--- config.mk ---
export PLATFORM = sky130hd
export DESIGN_NAME = fetch_unit_flat
export DESIGN_NICKNAME = d
export VERILOG_FILES = /design/src/rtl/fetch_pkg.sv /design/src/rtl/fetch_if.sv /design/src/rtl/fetch_buffer.sv /design/src/rtl/fetch_unit.sv /design/src/flat_wrapper.sv
export SDC_FILE = /design/constraint.sdc
export NUM_CORES = 1
export LEC_CHECK = 0
export CORE_UTILIZATION = 45
export CTS_CLUSTER_SIZE = 14
export DETAILED_ROUTE_END_ITERATION = 10
export HOLD_SLACK_MARGIN = 0.05
export PLACE_DENSITY = 0.76
export RECOVER_POWER = 50
export SYNTH_ARGS = -nofsm -noshare
export SYNTH_HDL_FRONTEND = slang
export SYNTH_SLANG_ARGS = --single-unit
export TNS_END_PERCENT = 20
--- constraint.sdc ---
create_clock -name clk_i -period 4.4 [get_ports clk_i]
set_input_delay 0.44 -clock clk_i [delete_from_list [all_inputs] [get_ports clk_i]]
set_output_delay 0.44 -clock clk_i [all_outputs]
set_load 0.05 [all_outputs]
--- src/rtl/fetch_pkg.sv ---
// Shared definitions for the instruction fetch unit: FSM encoding,
// NOP constant and the default datapath width.
package fetch_pkg;

  localparam int unsigned XLEN_DEFAULT = 32;
  localparam logic [31:0] NOP_INSTR    = 32'h0000_0013;

  typedef enum logic [1:0] {
    ST_BOOT = 2'b00,
    ST_REQ  = 2'b01,
    ST_WAIT = 2'b10
  } fetch_state_e;

endpackage

--- src/rtl/fetch_if.sv ---
// Instruction-memory request/response bus. The fetch unit is the master;
// the memory (or its model) is the slave.
interface fetch_if
  import fetch_pkg::*;
#(
  parameter int unsigned XLEN = XLEN_DEFAULT
);

  logic            req;
  logic [XLEN-1:0] addr;
  logic            gnt;
  logic            rvalid;
  logic [XLEN-1:0] rdata;

  modport master (
    output req,
    output addr,
    input  gnt,
    input  rvalid,
    input  rdata
  );

  modport slave (
    input  req,
    input  addr,
    output gnt,
    output rvalid,
    output rdata
  );

endinterface

--- src/rtl/fetch_buffer.sv ---
// One-entry valid/ready output register between memory and decode.
// Flush drops the entry; held data stays visible until overwritten.
module fetch_buffer
  import fetch_pkg::*;
#(
  parameter int unsigned XLEN = XLEN_DEFAULT
) (
  input  logic            clk_i,
  input  logic            rst_n_i,
  input  logic            flush_i,
  input  logic            load_i,
  input  logic [XLEN-1:0] load_data_i,
  input  logic [XLEN-1:0] load_pc_i,
  input  logic            ready_i,
  output logic            valid_o,
  output logic [XLEN-1:0] data_o,
  output logic [XLEN-1:0] pc_o
);

  logic            valid_q, valid_d;
  logic [XLEN-1:0] data_q,  data_d;
  logic [XLEN-1:0] pc_q,    pc_d;

  // Next-entry selection: flush wins over load, load wins over drain.
  always_comb begin
    valid_d = valid_q;
    data_d  = data_q;
    pc_d    = pc_q;
    if (flush_i) begin
      valid_d = 1'b0;
    end else if (load_i) begin
      valid_d = 1'b1;
      data_d  = load_data_i;
      pc_d    = load_pc_i;
    end else if (valid_q && ready_i) begin
      valid_d = 1'b0;
    end else begin
      valid_d = valid_q;
    end
  end

  // Entry register.
  always_ff @(posedge clk_i or negedge rst_n_i) begin
    if (!rst_n_i) begin
      valid_q <= 1'b0;
      data_q  <= XLEN'(NOP_INSTR);
      pc_q    <= {XLEN{1'b0}};
    end else begin
      valid_q <= valid_d;
      data_q  <= data_d;
      pc_q    <= pc_d;
    end
  end

  assign valid_o = valid_q;
  assign data_o  = data_q;
  assign pc_o    = pc_q;

endmodule

--- src/rtl/fetch_unit.sv ---
// Single-outstanding instruction fetch unit with taken-branch redirect.
// Responses for a redirected-away request are dropped via the discard flag.
module fetch_unit
  import fetch_pkg::*;
#(
  parameter int unsigned     XLEN     = XLEN_DEFAULT,
  parameter logic [XLEN-1:0] RESET_PC = 32'h0000_0000
) (
  input  logic            clk_i,
  input  logic            rst_n_i,
  input  logic            branch_i,
  input  logic [XLEN-1:0] branch_target_i,
  fetch_if.master         imem,
  output logic            instr_valid_o,
  output logic [XLEN-1:0] instr_o,
  output logic [XLEN-1:0] instr_pc_o,
  input  logic            instr_ready_i
);

  localparam logic [XLEN-1:0] PC_STEP    = {{(XLEN-3){1'b0}}, 3'b100};
  localparam logic [XLEN-1:0] ALIGN_MASK = {{(XLEN-2){1'b1}}, 2'b00};

  fetch_state_e    state_q, state_d;
  logic [XLEN-1:0] pc_q, pc_d;
  logic [XLEN-1:0] pend_pc_q, pend_pc_d;
  logic            discard_q, discard_d;

  logic            buf_valid_s;
  logic            buf_load_s;
  logic            req_s;
  logic            grant_s;
  logic [XLEN-1:0] target_s;

  assign target_s = branch_target_i & ALIGN_MASK;
  // Request only when the response will have somewhere to land.
  assign req_s    = (state_q == ST_REQ) && (!buf_valid_s || instr_ready_i);
  assign grant_s  = req_s && imem.gnt;

  assign imem.req  = req_s;
  assign imem.addr = pc_q;

  // Next-state, PC and discard bookkeeping.
  always_comb begin
    state_d    = state_q;
    pc_d       = pc_q;
    pend_pc_d  = pend_pc_q;
    discard_d  = discard_q;
    buf_load_s = 1'b0;
    case (state_q)
      ST_BOOT: begin
        state_d = ST_REQ;
        if (branch_i) begin
          pc_d = target_s;
        end else begin
          pc_d = pc_q;
        end
      end
      ST_REQ: begin
        if (grant_s) begin
          state_d   = ST_WAIT;
          pend_pc_d = pc_q;
          if (branch_i) begin
            pc_d      = target_s;
            discard_d = 1'b1;
          end else begin
            pc_d      = pc_q + PC_STEP;
            discard_d = 1'b0;
          end
        end else if (branch_i) begin
          pc_d = target_s;
        end else begin
          pc_d = pc_q;
        end
      end
      ST_WAIT: begin
        if (imem.rvalid) begin
          state_d   = ST_REQ;
          discard_d = 1'b0;
          if (branch_i) begin
            pc_d = target_s;
          end else begin
            pc_d       = pc_q;
            buf_load_s = !discard_q;
          end
        end else if (branch_i) begin
          pc_d      = target_s;
          discard_d = 1'b1;
        end else begin
          pc_d = pc_q;
        end
      end
      default: begin
        state_d = ST_BOOT;
      end
    endcase
  end

  // Control and address registers.
  always_ff @(posedge clk_i or negedge rst_n_i) begin
    if (!rst_n_i) begin
      state_q   <= ST_BOOT;
      pc_q      <= RESET_PC;
      pend_pc_q <= {XLEN{1'b0}};
      discard_q <= 1'b0;
    end else begin
      state_q   <= state_d;
      pc_q      <= pc_d;
      pend_pc_q <= pend_pc_d;
      discard_q <= discard_d;
    end
  end

  fetch_buffer #(
    .XLEN (XLEN)
  ) u_buffer (
    .clk_i       (clk_i),
    .rst_n_i     (rst_n_i),
    .flush_i     (branch_i),
    .load_i      (buf_load_s),
    .load_data_i (imem.rdata),
    .load_pc_i   (pend_pc_q),
    .ready_i     (instr_ready_i),
    .valid_o     (buf_valid_s),
    .data_o      (instr_o),
    .pc_o        (instr_pc_o)
  );

  assign instr_valid_o = buf_valid_s;

endmodule
--- src/flat_wrapper.sv ---
// flat-port wrapper written by rule: the top's interface ports become plain ports
module fetch_unit_flat import fetch_pkg::*;
#(
  parameter int unsigned     XLEN     = XLEN_DEFAULT,
  parameter logic [XLEN-1:0] RESET_PC = 32'h0000_0000
)
  (clk_i, rst_n_i, branch_i, branch_target_i, instr_valid_o, instr_o, instr_pc_o, instr_ready_i, imem_req, imem_addr, imem_gnt, imem_rvalid, imem_rdata);
  fetch_if #(.XLEN(XLEN)) imem_i ();
  input  logic clk_i;
  input  logic rst_n_i;
  input  logic branch_i;
  input  logic [XLEN-1:0] branch_target_i;
  output logic instr_valid_o;
  output logic [XLEN-1:0] instr_o;
  output logic [XLEN-1:0] instr_pc_o;
  input  logic instr_ready_i;
  output wire logic [$bits(imem_i.req)-1:0] imem_req;
  output wire logic [$bits(imem_i.addr)-1:0] imem_addr;
  input wire logic [$bits(imem_i.gnt)-1:0] imem_gnt;
  input wire logic [$bits(imem_i.rvalid)-1:0] imem_rvalid;
  input wire logic [$bits(imem_i.rdata)-1:0] imem_rdata;
  assign imem_req = imem_i.req;
  assign imem_addr = imem_i.addr;
  assign imem_i.gnt = imem_gnt;
  assign imem_i.rvalid = imem_rvalid;
  assign imem_i.rdata = imem_rdata;
  fetch_unit #(.XLEN(XLEN), .RESET_PC(RESET_PC)) u_core (.clk_i(clk_i), .rst_n_i(rst_n_i), .branch_i(branch_i), .branch_target_i(branch_target_i), .imem(imem_i), .instr_valid_o(instr_valid_o), .instr_o(instr_o), .instr_pc_o(instr_pc_o), .instr_ready_i(instr_ready_i));
endmodule
Yosys cells after proc, flatten, opt, wreduce, memory -nomap -nowiden
Index checks and enable logic that the tools add are counted.
{ "classes": {"add_sub_neg": 1, "n_eq_ne": 5, "n_mux": 18, "bitwise_logic": 1, "n_reduce_logical": 15} }
{ "ops": {"columns": ["op", "count"], "rows": [
  ["$mux 32", 3],
  ["$pmux 32 s2", 1],
  ["$add 32x3->32 const B", 1],
  ["$mux 1", 10],
  ["$pmux 2 s3", 1],
  ["$reduce_and 2->1", 3],
  ["$mux 2", 2],
  ["$reduce_bool 2->1", 2],
  ["$logic_and 1x1->1", 3],
  ["$ne 3x3->1 const B", 1],
  ["$reduce_and 3->1", 1],
  ["$reduce_bool 3->1", 1],
  ["$eq 2x1->1 const B", 1],
  ["$eq 2x2->1 const B", 1],
  ["$logic_not 1->1", 2],
  ["$logic_not 2->1", 1],
  ["$ne 2x1->1 const B", 1],
  ["$ne 2x2->1 const B", 1],
  ["$pmux 1 s2", 1],
  ["$reduce_or 2->1", 1],
  ["$logic_or 1x1->1", 1],
  ["$not 1->1", 1]
]} }
{ "totals": {"ff_bits": 132, "in_bits": 70, "word_cells": 47} }

Longest topological paths before layout
Gate-level depths: netlist (run 1).
{ "logic_depth": {"depth_word": 6, "depth_mapped": 7, "depth_no_buf": 6} }

Hierarchy
Synthesis (run 1) repeated with hierarchy kept, for this count alone.
{ "hier_totals": {"cells_unflattened": 491, "area_unflattened_um2": 6231.0} }
{ "modules_own_cells": {"columns": ["module", "n_inst", "cells_per_inst", "area_per_inst_um2", "seq_area_each_um2"], "rows": [
  ["fetch_unit", 1, 351, 3485.8, 1676.6],
  ["fetch_buffer", 1, 140, 2745.1, 1630.3]
]} }

Least setup slack after synthesis (run 1)
No wires, ideal clock.
{ "synth_path": {"path_type": "reg-to-reg", "start": "register u_core.pc_q[2], in the netlist u_core.imem.addr[2]", "end": "register u_core.pc_q[16], in the netlist u_core.imem.addr[16]", "setup_time_ns": 0.077, "t_arrival_ns": 2.235, "required_time_ns": 4.323, "path_slack_ns": 2.088, "stages_incl_launch_ff": 7, "path_buffers": 0, "path_cell_list": "dfrtp_1 -> ha_1 -> nand4_2 -> or2_4 -> or4_4 -> xor2_1 -> a21oi_1"} }
{ "synth_between": {"elab_chain_cells": 4} }
{ "synth_rtl": {"columns": ["element", "line", "source"], "rows": [
  ["from (decl)", "fetch_unit.sv:24", "logic [XLEN-1:0] pc_q, pc_d;"],
  ["from (signal assigned)", "fetch_unit.sv:107", "pc_q <= pc_d;"],
  ["$add 32x3->32", "fetch_unit.sv:66", "pc_d = pc_q + PC_STEP;"],
  ["$mux 32", "fetch_unit.sv:62", "if (branch_i) begin"],
  ["$mux 32", "fetch_unit.sv:59", "if (grant_s) begin"],
  ["$pmux 32 s2", "fetch_unit.sv:49", "case (state_q)"]
]} }
Every way passes these cells.
A chain may end at the register's enable or synchronous reset.

Worst setup path in the final report (run 1)
{ "layout_path": {"start": "register u_core.state_q[1]", "end": "register u_core.pc_q[19], in the netlist u_core.imem.addr[19]"} }
{ "layout_between": {"elab_chain_cells": 5} }
{ "layout_rtl": {"columns": ["element", "line", "source"], "rows": [
  ["from (decl)", "fetch_unit.sv:23", "fetch_state_e state_q, state_d;"],
  ["from (signal assigned)", "fetch_unit.sv:106", "state_q <= state_d;"],
  ["$eq 2x1->1", "fetch_unit.sv:36, fetch_unit.sv:49", null],
  ["$logic_and 1x1->1", "fetch_unit.sv:36", "assign req_s = (state_q == ST_REQ) && (!buf_valid_s || instr_ready_i);"],
  ["$logic_and 1x1->1", "fetch_unit.sv:37", "assign grant_s = req_s && imem.gnt;"],
  ["$mux 32", "fetch_unit.sv:59", null],
  ["$pmux 32 s2", "fetch_unit.sv:49", null]
]} }
Parallel ways exist; a longest one is shown, timed or not.

==> metrics list, run 1 <==
- Run status: finished, violations left
- The checks that failed: capacitance limit, slew limit.
- The tool flagged a number of max-cap violations equal to 1.
* Cells along the critical path: and2b_1 -> nand3_1 -> buf_4 -> nor4_1 -> xnor2_1 -> a21oi_1
- The total overflow left after global routing is 0.
- Once detailed placement completed, the half-perimeter wirelength came to 10.0 mm.
- The final count of pins violating max slew is 91.
* # hold bufs at CTS: 0
- For this run, design rule violations remaining after detail routing come to 0.
- Per report_power, the combinational group accounts for 45.9% of the total.
* Reg-to-reg endpoint: u_core.imem.addr[19]$_DFFE_PN0N_
* Min Clock Period, post-route: 3.05 ns
- Setup repair after global routing left no endpoint under its margin.
* Die outline area: 13300 µm²
- Post-DRT Antenna Nets: 0
- Critical Path Sink: u_core.imem.addr[19]$_DFFE_PN0N_
- Element type at the critical path start: flip-flop
* Relative slew slack: -45.9%
- The critical path runs through a total of 6 cells.
- Share of layout cells above drive strength 1: 16.1%
- Initial core utilization: 45.9%
- Number of nets in the synthesized netlist: 593
* Most common library cells after synthesis: 129 x sky130_fd_sc_hd__dfrtp_1, 108 x sky130_fd_sc_hd__nand2_1, 65 x sky130_fd_sc_hd__mux2_2, 23 x sky130_fd_sc_hd__a21oi_1
* Number of failing setup endpoints in the final timing report: 0
- In this run, placement finished with an instance count of 834.
* Count of different cell masters after synthesis: 52
* Via count: 4725
* Worst-case clock skew: 0.0113 ns
* Number of buffers on the longest clock path: 2
- Summed over all failing endpoints, the final setup total negative slack is 0 ns.
- The path class of the tightest hold or removal check is flip-flop to flip-flop.
- Dominant cells by area after synthesis: sky130_fd_sc_hd__dfrtp_1 56%, sky130_fd_sc_hd__mux2_2 13%, sky130_fd_sc_hd__nand2_1 7.0%
- Top_reg_cell synth: sky130_fd_sc_hd__dfrtp_1
* Stage delay of the slowest cell on the critical path: 0.85 ns
- Via count of the first global-routing pass: 4592
- Measured along the y axis, the die boundary spans 115 µm.
* Largest net degree at the start of global routing: 91
- In the final design database the tool counted 752 nets.
* Count of input and output buffers: 165
* Number of enable flip-flop cells after synthesis: 0
- Proportion of synthesized flip-flops having asynchronous set or reset: 100%
* Register area share after synthesis: 57.3%
- Number of buffers inserted to repair setup after CTS: 0
- Total of flip-flops plus latches after synthesis: 132
- The first routing iteration left 335 violations.
- Tracing the worst setup path back leads to its startpoint at u_core.state_q[1]$_DFFE_PN0P_.
* Ports placed on the boundary: 168
- CTS root buf: sky130_fd_sc_hd__clkbuf_16
- Avg Cell Area, Syn: 11.1 µm²
- Fill cells in the final layout number 976.
* GRT Util Overall: 23.4%
* Clock input transition at the sequential cells of the worst setup and hold paths: 0.06 ns
- The clock net in this run drives a total of 132 sinks.
- Synthesis handed over a netlist of 522 instances.
- The critical path is of the flip-flop to flip-flop type.
* Endpoint kind of the worst setup timing path: flip-flop
- Sequential cells account for 32.6% of the total power.
* PwrDens: 809 nW/µm²
* DR vias/cell: 5.46
- For the worst flop-to-flop path, the logic depth is 6.
- The number of gates resized after CTS was 0.
- The mapped netlist covers 5770 µm².
- In this run the horizontal extent of the chip is 115 µm.
- CP Data Arrival Time: 3.31 ns
- After detailed routing, the average wire length per cell comes to 17.0 µm.
- At the pin with the least slew margin, the transition time is 2.19 ns.
- After floorplanning, the core was sized to cover 12600 µm².
- The internal power of the cells totals 3650 µW.
- The floorplan has 41 rows.
* Non-filler cells in the finished layout: 866
* Register-to-Register Setup Slack: 1.35 ns
- The number of antenna violations at the first check in global routing came to 0.
- The clock network is responsible for 21.4% of the overall power.
- Number of antenna diodes: 0
- VDD IR-drop max: 386 µV
* Number of detailed-routing iterations run before antenna repair: 4
- Sum of buffers and inverters on the critical path: 1
- Final routed wirelength across all metal layers: 14.7 mm
- Global-route wire length before repair: 23.6 mm
- H-tree levels: 4
- Dominant cell type by area after synthesis: sky130_fd_sc_hd__dfrtp_1
* Maximum net fanout on the critical path: 25
- Among cell families on the critical path, the largest total delay comes from simple AND/OR/NAND/NOR gates.
- Launch point of the worst reg-to-reg path: u_core.state_q[1]$_DFFE_PN0P_
- Hold Vio Cnt, Final: 0
- Final estimated routing congestion in global placement: 0.864
- Required arrival time at the worst endpoint: 4.66 ns
- For this run, the number of Yosys warnings is 0.
- TritonCTS built the clock tree.
* Switching power total: 2940 µW
* Period utilization: 69.3%
* Area delta synth->final: 41.1%
* Static Leakage: 0.00365 µW
- Proportion of total power due to net switching: 44.6%
- The largest individual stage delay along the critical path comes from the cell sky130_fd_sc_hd__nand3_1.
- Source-to-sink clock delay at the later pin of the worst-skew pair: 0.41 ns
- Cell with the most instances after synthesis: sky130_fd_sc_hd__dfrtp_1
* F_max: 328 MHz
* Total CTS buffers: 17
- Portion of synthesized cell area occupied by the leading cell type: 55.9%
[power by group through the flow]
| stage | registers, µW | logic, µW | clock network (µW) |
|---|---|---|---|
| CTS | 2160 | 3090 | 1430 |
| global route | 2230 | 3210 | 1490 |
| finish | 2150 | 3020 | 1410 |
| global placement | 2140 | 3020 | 0 |
| floorplan | 3250 | 899 | 0 |
| detailed placement | 2170 | 3080 | 0 |
[metrics by stage]
stage / setup slack (ns) / hold slack (ns) / instance area, µm² / power, µW / util (%)
finish: 1.35 / 0.471 / 8150 / 6590 / 64.8
CTS: 1.63 / 0.123 / 8160 / 6670 / 65.0
detailed placement: 1.21 / 0.462 / 7570 / 5250 / 60.2
floorplan: 2.09 / 0.144 / 5770 / 4150 / -
global route: 1.11 / 0.492 / 8150 / 6920 / 64.8
global placement: 1.35 / 0.457 / 7570 / 5170 / 60.2
[worst reg2reg max path, cell delays in order, from the launching register on]
cell and delay (ns):
sky130_fd_sc_hd__dfrtp_1 0.51, sky130_fd_sc_hd__and2b_1 0.39, sky130_fd_sc_hd__nand3_1 0.85, sky130_fd_sc_hd__buf_4 0.55
sky130_fd_sc_hd__nor4_1 0.36, sky130_fd_sc_hd__xnor2_1 0.16, sky130_fd_sc_hd__a21oi_1 0.08
[final cells by class]
cell class	instances	area (µm²)	share of cell area (%)
flip-flops and latches	132	3310	40.6
multi-input cells	354	2330	28.6
repair buffers	170	1680	20.6
clock buffers	22	474	5.82
well taps	172	215	2.64
clock inverters	10	123	1.51
inverters	6	22.5	0.276
[sequential cells by signal (all words and copies together), names as in the netlist]
name / count
u_core.discard_q: 1
u_core.imem.addr: 32
u_core.pend_pc_q: 32
u_core.state_q: 2
u_core.u_buffer.data_o: 32
u_core.u_buffer.pc_o: 32
u_core.u_buffer.valid_o: 1
[cells by family after synthesis]
group | count (synthesis) | synth area share, %
buf+inv | 36 | 2.60
simple gates | 199 | 16.5
compound gates | 73 | 8.26
flops | 132 | 57.3
fa+ha+maj | 1 | 0.217
xor+xnor | 16 | 2.43
mux | 65 | 12.7
[worst min path at each step]
stage	startpoint	to	slack, ns	cells after the start
global route	u_core.pend_pc_q[8]$_DFFE_PN0P_	u_core.pend_pc_q[8]$_DFFE_PN0P_	0.49	2
CTS	rst_n_i	u_core.u_buffer.data_o[31]$_DFFE_PN0P_	0.12	1
finish	u_core.pend_pc_q[6]$_DFFE_PN0P_	u_core.pend_pc_q[6]$_DFFE_PN0P_	0.47	2
global placement	u_core.pend_pc_q[17]$_DFFE_PN0P_	u_core.pend_pc_q[17]$_DFFE_PN0P_	0.46	2
floorplan	rst_n_i	u_core.discard_q$_DFFE_PN0P_	0.14	0
detailed placement	u_core.pend_pc_q[6]$_DFFE_PN0P_	u_core.pend_pc_q[6]$_DFFE_PN0P_	0.46	2
[routing by layer]
metal	wire [µm]	up-vias	track usage (%)
met2	6980	190	37.5
met3	1200	12	8.01
li1	-	2179	-
met4	150	0	6.67
met1	6380	2344	30.3
met5	0	-	0
[cells in the final DEF, fill, tap and decap left out, types with 8 or more instances in the layout]
cell type | netlist | routed
sky130_fd_sc_hd__mux2_2 | 65 | 65
sky130_fd_sc_hd__o22ai_1 | 19 | 19
sky130_fd_sc_hd__xor2_1 | 8 | 8
sky130_fd_sc_hd__nor3_1 | 12 | 12
sky130_fd_sc_hd__nor2_1 | 11 | 11
sky130_fd_sc_hd__nand3_1 | 19 | 18
sky130_fd_sc_hd__dfrtp_1 | 129 | 129
sky130_fd_sc_hd__clkbuf_16 | 0 | 17
sky130_fd_sc_hd__nand4_1 | 10 | 10
sky130_fd_sc_hd__and3_1 | 12 | 12
sky130_fd_sc_hd__xnor2_1 | 8 | 8
sky130_fd_sc_hd__dlygate4sd3_1 | 0 | 33
sky130_fd_sc_hd__a21oi_1 | 23 | 23
sky130_fd_sc_hd__clkdlybuf4s50_1 | 0 | 131
sky130_fd_sc_hd__nand2_1 | 108 | 108
(Power assumes the default switching activity.)
==> run 2: changes to the inputs <==
CORE_UTILIZATION = 43   (was 45)
clock period = 2.54 ns   (was 4.4 ns; I/O delays follow)
==> metrics list, run 2 (synthesis gave the netlist of run 1 again) <==
* Run status: finished, violations left
- The checks that failed: capacitance limit, slew limit.
- The number of H-tree branching levels is 4 (unchanged).
* Most frequent cells in the layout: 153 x sky130_fd_sc_hd__clkdlybuf4s50_1, 129 x sky130_fd_sc_hd__dfrtp_1, 108 x sky130_fd_sc_hd__nand2_1
* Launch point of the worst reg-to-reg path: u_core.imem.addr[2]$_DFFE_PN0N_
* Number of buffers on the longest clock path: 2 (unchanged)
- Total CTS buffers: 17 (unchanged)
- Relative slew slack: -2.34% (+44 points)
- The cell sitting at the root of the clock tree is a sky130_fd_sc_hd__clkbuf_16.
- The overall die width is 118 µm (+2.3%).
- Placed wire-length estimate: 10.9 mm (+9.5%)
- The maximum number of pins on one net before global-route repair is 60 (-34%).
- The highest clock frequency the design can meet is 440 MHz (+34%).
* Starting DRT DRC Count: 334 (-0.30%)
* Die Y-Extent: 118 µm (+2.3%)
* Via count of the first global-routing pass: 5040 (+9.8%)
* Worst-case reg-to-reg path depth: 6 (unchanged)
* Setup repair after global routing missed its margin: no
- PwrDens: 1450 nW/µm² (+79%)
- Worst hold path class: input pin to flip-flop
* CP top delay family: simple AND/OR/NAND/NOR gates
- Worst-case clock skew: 0.00958 ns (-0.00174 ns)
- Period utilization: 89.6% (+20 points)
- The total track usage was 23.6% (+0.18 points).
* Maximum net fanout on the critical path: 7 (-72%)
- Area of the core: 12900 µm² (+2.4%)
- The critical path's largest stage delay is 0.49 ns (-0.36 ns).
- # hold bufs at CTS: 1 (+1)
* Register-to-Register Setup Slack: 0.27 ns (-1.08 ns)
- Proportion of total power due to net switching: 42.4% (-2.2 points)
- Endpoint kind of the worst setup timing path: flip-flop
- DR vias/cell: 5.45 (about the same)
* Required arrival time at the worst endpoint: 2.84 ns (-1.82 ns)
- The global-route wire length before repair is 25.8 mm (+9.2%).
- Leading cell type in the layout, fill and taps excluded: sky130_fd_sc_hd__clkdlybuf4s50_1
- Post-DRT Antenna Nets: 0 (unchanged)
- The total iterations of the first detailed-routing run came to 5 (+1).
- Power share of the sequential group: 30.8% (-1.8 points)
* Via count: 4809 (+1.8%)
* Total overflow reported by the global router: 0 (unchanged)
* TritonCTS clock tree: yes
- VDD IR-drop max: 659 µV (+71%)
- Source-to-sink clock delay at the later pin of the worst-skew pair: 0.41 ns (about the same)
- From synthesis to final layout, the design area changed by 45.9%.
- The total number of clock tree sinks is 132 (unchanged).
- The share of post-route cells with drive strength above 1 is 17.9% (+1.7 points).
- Setup CP Type: flip-flop to flip-flop
* Reg-to-reg endpoint: u_core.imem.addr[22]$_DFFE_PN0N_
- The actual slew at the worst max-slew pin came to 1.54 ns (-0.653 ns).
- The post-detailed-route DRC marker count was 0 (unchanged).
* CP max stage cell: sky130_fd_sc_hd__dfrtp_1
- Sum of buffers and inverters on the critical path: 0 (-1)
- Number of buffers inserted to repair setup after CTS: 0 (unchanged)
- The net switching power came to 5160 µW (+76%).
* Fin Hold WS: 0.447 ns (-0.0241 ns)
- The total number of nets in the final design came to 768 (+2.1%).
* Number of failing setup endpoints in the final timing report: 0 (unchanged)
- Layout filler cell count: 988 (+1.2%)
- The placement row count is 41 (unchanged).
* Total negative slack for setup checks: 0 ns (unchanged)
- The count of inserted antenna diode cells came to 0 (unchanged).
- The average detailed-routed wire length per instance was 17.8 µm (+5.0%).
- Levels on crit path: 6 (unchanged)
- The number of antenna violations at the first check in global routing came to 0 (unchanged).
- Number of cells upsized or downsized after cts: 0 (unchanged)
* CP Data Arrival Time: 2.57 ns (-0.74 ns)
- The starting utilization of the core area is 44.8% (-1.1 points).
* Cells along the critical path: ha_1 -> nand4_2 -> or2_4 -> nor4_2 -> o21ai_0 -> a221o_1
- The static leakage came to 0.00375 µW (+2.7%).
- The internal power component came to 7010 µW (+92%).
* Reported max-cap violation count: 1 (unchanged)
- The total length of routed wires was 15.7 mm (+7.0%).
* Hold path cells: 3 (+1)
- Final count of pins violating max slew: 59 (-35%)
- Critical Path Sink: u_core.imem.addr[22]$_DFFE_PN0N_
* First element of the critical path: u_core.imem.addr[2]$_DFFE_PN0N_
- Clock power share: 24.8% (+3.4 points)
* Die outline area: 13900 µm² (+4.6%)
* Comb pwr share: 44.5% (-1.4 points)
* Min Clock Period, post-route: 2.27 ns (-0.775 ns)
* Final estimated routing congestion in global placement: 0.896 (+3.8%)
- The I/O pin total was 168 (unchanged).
* Hold Vio Cnt, Final: 0 (unchanged)
- The clock transition time at the flip-flop clock pins of the worst setup and hold paths was 0.06 ns (about the same).
- Element type at the critical path start: flip-flop
- Count of input and output buffers: 165 (unchanged)
run 2: layout make-up:
cell class | count | area, µm² | area share [%]
sequential | 132 | 3310 | 39.3
multi-input combinational | 354 | 2330 | 27.6
timing repair buffer | 186 | 1810 | 21.5
clock buffer | 20 | 467 | 5.54
clock inverter | 12 | 270 | 3.21
tap | 172 | 215 | 2.56
inverter | 6 | 22.5 | 0.267
run 2: power groups by stage:
| stage | combinational (µW) | clock, µW | sequential, µW |
|---|---|---|---|
| after CTS | 5480 | 3060 | 3740 |
| after global routing | 5700 | 3160 | 3860 |
| after floorplan | 1560 | 0 | 5630 |
| after detailed placement | 5430 | 0 | 3750 |
| after global placement | 5350 | 0 | 3690 |
| final | 5410 | 3020 | 3750 |
run 2: through the flow:
stage / utilization (%) / setup WS (ns) / cell area (µm²) / cells / total power [µW]
6_report: 65.4 / 0.265 / 8420 / 882 / 12200
5_1_grt: 65.4 / 0.101 / 8420 / 882 / 12700
4_1_cts: 65.6 / 0.277 / 8450 / 882 / 12300
3_5_place_dp: 59.8 / 0.284 / 7700 / 849 / 9180
3_3_place_gp: 59.8 / 0.312 / 7700 / 849 / 9030
2_1_floorplan: - / 0.228 / 5770 / 522 / 7180
run 2: metal layers:
metal	up-vias	routed length, µm	track usage, %
met5	-	0	0
met4	0	405	9.70
met3	37	1110	6.78
met2	217	7750	39.3
met1	2349	6460	28.7
li1	2206	-	-
run 2: worst min-delay path by stage:
stage / startpoint / endpoint / slack [ns]
finish: branch_target_i[18] / u_core.imem.addr[18]$_DFFE_PN0N_ / 0.45
global route: branch_target_i[21] / u_core.imem.addr[21]$_DFFE_PN0N_ / 0.45
CTS: rst_n_i / u_core.u_buffer.data_o[21]$_DFFE_PN0P_ / 0.40
detailed placement: rst_n_i / u_core.u_buffer.data_o[29]$_DFFE_PN0P_ / 0.27
global placement: rst_n_i / u_core.u_buffer.data_o[29]$_DFFE_PN0P_ / 0.26
floorplan: rst_n_i / u_core.discard_q$_DFFE_PN0P_ / -0.04
run 2: worst register-to-register path, delay by kind of cell, from the launching register on:
kind / cells / cell delay, ns
AO/OA/AOI/OAI: 2 / 0.44
adder cells (fa/ha/maj): 1 / 0.29
flip-flops: 1 / 0.49
AND/OR/NAND/NOR: 3 / 0.94
==> run 3: changes to the inputs <==
CORE_UTILIZATION = 45   (was 43)
clock period = 2.6 ns   (was 2.54 ns; I/O delays follow)
==> metrics list, run 3 (synthesis gave the netlist of run 1 again) <==
* Stage delay of the slowest cell on the critical path: 0.45 ns (-0.04 ns)
* VDD IR-drop max: 669 µV (+1.5%)
- The actual slew at the worst max-slew pin was 0.725 ns (-0.811 ns).
- The total length of routed wires came to 15.0 mm (-4.3%).
* Number of sinks on the clock net: 132 (unchanged)
- The worst setup path is captured at a flip-flop.
* Static Leakage: 0.00373 µW (-0.43%)
- The clock tree buffer depth came to 2 (unchanged).
* Layout filler cell count: 976 (-1.2%)
* Via count of the first global-routing pass: 4645 (-7.8%)
- First element of the critical path: u_core.imem.addr[3]$_DFFE_PN0N_
- The area growth from synthesis to layout is 42.6%.
- The number of buffers created by CTS came to 17 (unchanged).
- Dpl ws: 0.346 ns (+0.0614 ns)
* Sum of buffers and inverters on the critical path: 0 (unchanged)
* Cells along the critical path: ha_1 -> nand4_2 -> or2_4 -> nor4_2 -> o21ai_0 -> a221o_1
- The final standard cell utilization of the core came to 65.5% (+0.088 points).
- Largest net degree at the start of global routing: 79 (+32%)
- Reported max-cap violation count: 0 (-1)
* Number of cells upsized or downsized after cts: 0 (unchanged)
* Placed wire-length estimate: 10.6 mm (-2.8%)
- The largest fanout on the critical path came to 7 (unchanged).
- Instance area after placement: 7670 µm² (-0.36%)
* Period utilization: 86.5% (-3.0 points)
* CP Data Arrival Time: 2.55 ns (-0.02 ns)
- The share of post-route cells with drive strength above 1 came to 17.5% (-0.37 points).
- The number of cells traversed by the worst register-to-register path was 6 (unchanged).
- The floorplan die height is 115 µm (-2.2%).
* CTS root buf: sky130_fd_sc_hd__clkbuf_16
- Leaving out fill and tap cells, the most frequent cell in the layout is sky130_fd_sc_hd__dfrtp_1.
- The average detailed-routed wire length per instance was 17.1 µm (-4.1%).
- The endpoint identified for the worst register-to-register timing path is u_core.imem.addr[22]$_DFFE_PN0N_.
- Setup repair after global routing left no endpoint under its margin.
- The I/O pin total came to 168 (unchanged).
- The total track usage came to 23.6% (about the same).
* Launch point of the worst reg-to-reg path: u_core.imem.addr[3]$_DFFE_PN0N_
* Register-to-Register Setup Slack: 0.35 ns (+0.09 ns)
- Clock input transition at the sequential cells of the worst setup and hold paths: 0.06 ns (about the same)
* Via count: 4782 (-0.56%)
- The global-route wire length before repair is 23.5 mm (-8.9%).
- Initial antenna violation count: 0 (unchanged)
- The number of vias per cell came to 5.43 (-0.34%).
* Number of failing setup endpoints in the final timing report: 0 (unchanged)
- The highest clock frequency the design can meet is 445 MHz (+1.1%).
- Relative slew slack: 51.7% (+54 points)
* Post-layout instance area: 8230 µm² (-2.3%)
* Post-route DRC violation count: 0 (unchanged)
- Die outline area: 13300 µm² (-4.4%)
- The placement row count came to 41 (unchanged).
- Total negative slack for setup checks: 0 ns (unchanged)
- Count of input and output buffers: 165 (unchanged)
* Number of antenna diodes: 0 (unchanged)
- In this run the worst setup path terminates at u_core.imem.addr[22]$_DFFE_PN0N_.
- PwrDens: 1350 nW/µm² (-6.8%)
- The worst-case setup margin in the final layout came to 0.351 ns (+0.0854 ns).
* Worst-case clock skew: 0.00940 ns (-0.000179 ns)
* Required arrival time at the worst endpoint: 2.90 ns (+0.06 ns)
* Total overflow reported by the global router: 0 (unchanged)
- TritonCTS clock tree: yes
- The violation count after the first detailed-route iteration was 320 (-4.2%).
- Source-to-sink clock delay at the later pin of the worst-skew pair: 0.41 ns (about the same)
- CP top delay family: simple AND/OR/NAND/NOR gates
- The overall die width came to 115 µm (-2.2%).
- The clock period minus final worst setup slack was 2.25 ns (-0.0254 ns).
* Levels on crit path: 6 (unchanged)
- Run status: complete, no violations
- Final estimated routing congestion in global placement: 0.855 (-4.6%)
- The min-delay analysis places its worst path in the category input pin to flip-flop.
- The total count of hold-check failures in the final report came to 0 (unchanged).
* CP max stage cell: sky130_fd_sc_hd__dfrtp_1
* Initial core utilization: 45.9% (+1.1 points)
- Area of the core: 12600 µm² (-2.4%)
- Final count of pins violating max slew: 0 (-100%)
- The total number of nets in the final design came to 766 (-0.26%).
- The count of antenna-violating nets left after detailed routing came to 0 (unchanged).
* H-tree levels: 4 (unchanged)
* Element type at the critical path start: flip-flop
* Most frequent cells in the layout: 129 x sky130_fd_sc_hd__dfrtp_1, 124 x sky130_fd_sc_hd__clkdlybuf4s50_1, 108 x sky130_fd_sc_hd__nand2_1
- The total iterations of the first detailed-routing run is 5 (unchanged).
- Setup CP Type: flip-flop to flip-flop
[run 3: changes by cell type in the layout (fill, tap and decap cells not counted), sizes merged]
cell / previous run / this run
clkinvlp: 1 / 0
dlygate4sd3: 11 / 40
clkdlybuf4s50: 153 / 124
clkinv: 1 / 8
bufinv: 8 / 2
inv: 8 / 6
[run 3: per-layer routing]
metal,track usage (%),share of wire [%]
met5,0,0
met4,10.8,2.1
met3,6.96,8.0
met2,38.2,48
met1,29.4,42
[run 3: worst min path at each step]
stage / startpoint / endpoint / slack [ns] / cells past startpoint
after floorplan: rst_n_i / u_core.discard_q$_DFFE_PN0P_ / -0.04 / 0
after detailed placement: rst_n_i / u_core.u_buffer.data_o[7]$_DFFE_PN0P_ / 0.34 / 1
after global routing: branch_target_i[21] / u_core.imem.addr[21]$_DFFE_PN0N_ / 0.44 / 3
final: branch_target_i[20] / u_core.imem.addr[20]$_DFFE_PN0N_ / 0.43 / 3
after global placement: rst_n_i / u_core.u_buffer.data_o[7]$_DFFE_PN0P_ / 0.33 / 1
after CTS: branch_target_i[20] / u_core.imem.addr[20]$_DFFE_PN0N_ / 0.41 / 3
[run 3: power by group]
part	switching, µW	internal (µW)
Combinational	3400	1830
Clock	845	1430
Sequential	689	2900
Total	4940	6150
[run 3: through the flow]
step / hold slack, ns / instances / power, µW
after floorplan: -0.0356 / 522 / 7020
after global placement: 0.328 / 847 / 8820
after detailed placement: 0.339 / 847 / 8960
after CTS: 0.409 / 880 / 11300
after global routing: 0.438 / 880 / 11700
final: 0.427 / 880 / 11100
[run 3: layout make-up]
| type | instances | area [µm²] | share of cell area [%] |
|---|---|---|---|
| Tap cell | 172 | 215 | 2.61 |
| Sequential cell | 132 | 3310 | 40.2 |
| Clock inverter | 10 | 108 | 1.31 |
| Timing Repair Buffer | 184 | 1800 | 21.8 |
| Inverter | 6 | 22.5 | 0.274 |
| Multi-Input combinational cell | 354 | 2330 | 28.3 |
| Clock buffer | 22 | 454 | 5.52 |
[run 3: tightest hold or removal path, stage by stage]
cell                              delay, ns
sky130_fd_sc_hd__clkdlybuf4s50_1       0.40
sky130_fd_sc_hd__nand2_1               0.06
sky130_fd_sc_hd__o211ai_1              0.07
[run 3: what timing repair did]
item	CTS	global route
buffers inserted	0	0
hold endpoints to repair	73	0
setup endpoints to repair	0	0
hold buffers	1	0
